## src/rtl/gray_counter.sv

```systemverilog
// Free-running Gray-code up-counter; the binary count is kept internally and re-encoded each edge.
// Optional GRAY_COUNTER_BIN_OUT_EN exposes the binary count (bin_out) and a wrap pulse (wrap).
module gray_counter #(
    parameter int unsigned WIDTH = 4
) (
    input  logic             clk,
    input  logic             rst,
`ifdef GRAY_COUNTER_BIN_OUT_EN
    output logic [WIDTH-1:0] bin_out,
    output logic             wrap,
`endif
    output logic [WIDTH-1:0] gray_out
);

    logic [WIDTH-1:0] bin_q, bin_d;
    logic [WIDTH-1:0] gray_q, gray_d;

    // Gray code is derived from the incremented value so both registers land on the same edge.
    always_comb begin
        bin_d  = bin_q + WIDTH'(1);
        gray_d = bin_d ^ (bin_d >> 1);
    end

    always_ff @(posedge clk) begin
        if (rst) begin
            bin_q  <= '0;
            gray_q <= '0;
        end else begin
            bin_q  <= bin_d;
            gray_q <= gray_d;
        end
    end

    assign gray_out = gray_q;

`ifdef GRAY_COUNTER_BIN_OUT_EN
    logic wrap_q, wrap_d;

    // Pulses only on the counting transition all-ones -> 0; reset clears it instead.
    always_comb begin
        wrap_d = &bin_q;
    end

    always_ff @(posedge clk) begin
        if (rst) begin
            wrap_q <= 1'b0;
        end else begin
            wrap_q <= wrap_d;
        end
    end

    assign bin_out = bin_q;
    assign wrap    = wrap_q;
`endif

endmodule

```

## config.mk

```make
export PLATFORM = sky130hd
export DESIGN_NAME = gray_counter
export DESIGN_NICKNAME = d
export VERILOG_FILES = /design/src/rtl/gray_counter.sv
export SDC_FILE = /design/constraint.sdc
export NUM_CORES = 1
export LEC_CHECK = 0
export BUFFER_PORTS_ARGS = -buffer_cell sky130_fd_sc_hd__buf_2
export CORE_AREA = 3 3 40 42
export CTS_CLUSTER_DIAMETER = 150
export DETAILED_ROUTE_END_ITERATION = 12
export DIE_AREA = 0 0 43 45
export GPL_ROUTABILITY_DRIVEN = 0
export PLACE_DENSITY = 0.34
export REMOVE_ABC_BUFFERS = 1
export SLEW_MARGIN = 20
export SYNTH_ARGS = -nofsm -noshare
export SYNTH_HDL_FRONTEND = slang
export SYNTH_SLANG_ARGS = --single-unit
```

## constraint.sdc

```tcl
create_clock -name clk -period 2.75 [get_ports clk]
set_input_delay 0.55 -clock clk [delete_from_list [all_inputs] [get_ports clk]]
set_output_delay 0.55 -clock clk [all_outputs]
set_load 0.005 [all_outputs]
```

==> Word-level counts from Yosys, hierarchy flattened <==
Index checks and enable logic that the tools add are counted.
{ "word_totals": {"reg_bits": 8, "out_inout_bits": 4} }
{ "classes": {"n_addsub": 1, "n_bitwise": 1} }
{ "ops": {"columns": ["op", "n"], "rows": [
  ["4-bit by 1-bit adder with 4-bit output, second input constant", 1],
  ["4-bit by 3-bit XOR with 4-bit output", 1]
]} }

==> Longest topological paths before layout <==
{ "logic_depth": {"word_depth": 2, "mapped_depth": 4} }

==> Worst setup path after synthesis <==
Ideal clock, no wire load.
{ "synth_timing": {"path_type": "reg-to-reg", "start": "reg bin_q[0]", "end": "reg gray_q[1] (netlist: gray_out[1])", "path_buffers": 0, "required_time_ps": 2636, "slack_ps": 1683, "setup_time_ps": 114, "stages_incl_launch_ff": 5, "arrival_ps": 953, "cell_sequence": "dfxtp_1 ha_1 xnor2_1 xor2_1 nor2_1"} }
{ "synth_between": {"elab_chain_len": 2} }
{ "synth_rtl": {"columns": ["element", "line_no", "rtl"], "rows": [
  ["start: declaration", "15", "logic [WIDTH-1:0] bin_q, bin_d;"],
  ["start signal: assignment", "29", "bin_q <= bin_d;"],
  ["4-bit by 1-bit adder with 4-bit output", "20", "bin_d = bin_q + WIDTH'(1);"],
  ["4-bit by 3-bit XOR with 4-bit output", "21", "gray_d = bin_d ^ (bin_d >> 1);"],
  ["end signal: assignment", "30", "gray_q <= gray_d;"],
  ["end: declaration", "16", "logic [WIDTH-1:0] gray_q, gray_d;"]
]} }
No other way between the ends.
A chain may end at the register's enable or synchronous reset.

==> run summary <==
The count of routing violations after the opening detailed-route iteration came out at 0. For this design, the slowest cell found on the critical path is sky130_fd_sc_hd__dfxtp_1. The worst setup path is captured at a primary output. The run finished with clean final reports.

The final count of pins violating max slew is 0. The number of register bits inferred by synthesis came out at 7. STA puts the critical path data required time at 2.20 ns. The accumulated negative setup slack came out at 0 ns. The maximum buffer depth of the clock tree came out at 2.

The cell count after synthesis came out at 25. The via density per instance is 3.896. After the last flow step, the layout net total stands at 37. The count of distinct cell types in the synthesized netlist is 12.

The final instance area is 316.6 sq um. In the routed design, unresolved DRC markers number 0. The share of the clock period used by the worst path came out at 47.29%. The total overflow reported by the global router is 0. In this run the register-to-register setup slack is 1.61 ns. The first global-routing pass estimated 648 um of wire. Summing over every cut layer, the via total after detailed routing is 187.

The clock-pin slew reported for the worst setup and hold paths after clock tree synthesis is 0.05 ns. The clock network latency to the later pin of the worst-skew pair came out at 0.25 ns. The element type at the critical path start is a flip-flop. The count of final hold-check violations is 0. Setup repair after global routing left no endpoint under its margin. The share of final-layout standard cells stronger than drive strength 1 came out at 24.24%. The storage element area came out at 140.1 sq um. The post-synthesis average cell area came out at 10.16 sq um. The Yosys step of the flow raised 0 warnings. The number of buffer and inverter instances along the worst setup path came out at 1. The pin count of the biggest net entering global routing is 8. The normalized max-slew margin came out at 85.91%. The depth of the worst register-to-register path came out at 4.

The cell depth of the worst min-delay path is 1. The critical path class is flip-flop to primary output. Sequential cells were found to cover 55.17% of the synthesized design area. The initial utilization of the core area, before any placement, comes to 19.77%. The routed design could run at a clock period as short as 1.301 ns.

TritonCTS built the clock tree. The via count of the first global-routing pass came out at 163. The floorplan row count came out at 13. The library cell used as clock root buffer is sky130_fd_sc_hd__clkbuf_4. The endpoint identified for the worst register-to-register timing path is gray_out[2].

Counting the fill cells in the layout gives 150. The x dimension of the die came out at 43 um. The upper clock frequency limit is 768.9 MHz.

The overall routing resource usage came out at 5.764%. Summed over all cells, the static leakage comes to 0.1496 nW. The cell type group with the largest total delay on the critical path is flip-flops.

The final layout contains routed wiring with a total length of 436 um. The total iterations of the first detailed-routing run is 1. The routed wirelength normalized by instance count came out at 9.083 um. The count of nets left with antenna violations once routing finished came out at 0. Summing all placed instances gives a cell area of 290.3 sq um. The post-CTS setup-driven buffer insertion count is 0.

The hold-fix buffer count after cts is 0. The number of antenna diodes in the final layout is 0. The max-cap check violation count came out at 0.

The critical hold path startpoint is bin_q[0]. The maximum net fanout on the critical path came out at 3. The number of antenna violations at the first check in global routing came to 0. The I/O pin count is 6. CTS built an H-tree with a depth of 1.

The count of buffers added on input and output ports is 5. Post-CTS repair changed the size of 0 cells. The total area of multi-input combinational cells is 106.4 sq um.

The worst-case vdd ir drop came out at 0.0001736 V. Setup violations remaining at the end of the flow were counted as 0. Counting every sink on the clock net gives 7. The top cell types in the final layout, fill and taps aside, are sky130_fd_sc_hd__dfxtp_1 (7), sky130_fd_sc_hd__nor2_1 (5), sky130_fd_sc_hd__buf_2 (5). The die covers 0.001935 sq mm. The post-synthesis to final-layout area growth came out at 24.63%. The delay of the slowest cell on the worst path is 0.37 ns.

The height of the chip came out at 45 um. The worst-margin pin slew came out at 0.2099 ns. After floorplanning, the core was sized to cover 0.001285 sq mm. Walking the worst path, the cells encountered are buf_2.

The final setup skew came out at 0.002863 ns. The cell area that synthesis handed to floorplanning was 254.0 sq um. The startpoint identified for the worst register-to-register timing path is bin_q[0]. Leaving out fill and tap cells, the most frequent cell in the layout is sky130_fd_sc_hd__dfxtp_1. The worst hold path belongs to the class flip-flop to flip-flop. Buffers inserted during clock tree synthesis total 3. The worst hold path terminates at bin_q[0]. Power spread over the standard cell area amounts to 750.2 mW/mm^2. Data on the critical path arrives at its endpoint at 0.75 ns.
-- power by group --
group | total (mW) | switching [mW] | internal, mW
combinational | 0.0268 | 0.0132 | 0.0136
sequential | 0.116 | 0.00473 | 0.111
clock | 0.0950 | 0.0395 | 0.0555
total | 0.237 | 0.0575 | 0.180
-- metrics by stage --
step | setup slack, ns | util [%] | total power [mW] | cells | hold WS [ns]
3_5_place_dp | 1.624 | 22.59 | 0.1449 | 44 | 0.4825
3_3_place_gp | 1.608 | 22.59 | 0.1447 | 44 | 0.4808
6_report | 1.449 | 24.63 | 0.2375 | 48 | 0.5063
2_1_floorplan | 1.683 | - | 0.1349 | 24 | 0.4510
4_1_cts | 1.439 | 24.63 | 0.2414 | 48 | 0.5097
5_1_grt | 1.416 | 24.63 | 0.2529 | 48 | 0.5459
-- how the worst max path moves through the flow --
stage | cells after the start | to | slack [ns] | startpoint
2_1_floorplan | 4 | gray_out[1] | 1.68 | bin_q[0]
3_3_place_gp | 4 | gray_out[1] | 1.61 | bin_q[0]
3_5_place_dp | 4 | gray_out[1] | 1.62 | bin_q[0]
4_1_cts | 1 | gray_out[3] | 1.44 | bin_q[3]
5_1_grt | 1 | gray_out[3] | 1.42 | bin_q[3]
6_report | 1 | gray_out[3] | 1.45 | bin_q[3]
-- flip-flops by register name, summed over array words and instances (netlist names) --
signal and count:
gray_out 3, bin_q 4
-- kinds of logic after synthesis --
kind of cell	Yosys count	synth area share, %
adders and majority gates	1	4.925
xor gates and xnor gates	5	17.24
and+or+nand+nor	10	17.73
buffers and inverters	1	2.957
DFF	7	55.17
AOI/OAI and AO/OA	1	1.969
-- cell usage after synthesis --
cell type                 instances  share of area, %
sky130_fd_sc_hd__a21oi_1          1               2.0
sky130_fd_sc_hd__nor2_1           5               7.4
sky130_fd_sc_hd__and3_1           1               2.5
sky130_fd_sc_hd__nor2b_1          1               2.5
sky130_fd_sc_hd__nor3_1           1               2.0
sky130_fd_sc_hd__xnor2_1          1               3.4
sky130_fd_sc_hd__buf_4            1               3.0
sky130_fd_sc_hd__ha_1             1               4.9
sky130_fd_sc_hd__nand3_1          1               2.0
sky130_fd_sc_hd__nand2_1          1               1.5
sky130_fd_sc_hd__dfxtp_1          7                55
sky130_fd_sc_hd__xor2_1           4                14
-- metal layers --
metal  routed length [um]  track usage [%]  vias up
met2                  165            6.587        8
li1                     -                -       97
met3                   42            4.781        5
met1                  199            4.866       77
met4                   28            9.036        0
met5                    0                0        -
-- area by class of cell --
class / instances / share of cell area (%)
Clock buffer: 4 / 8.300
Multi-Input combinational cell: 17 / 33.60
Sequential cell: 7 / 44.27
Tap cell: 15 / 5.929
Timing Repair Buffer: 5 / 7.905
Power figures use the tool's default switching activity.
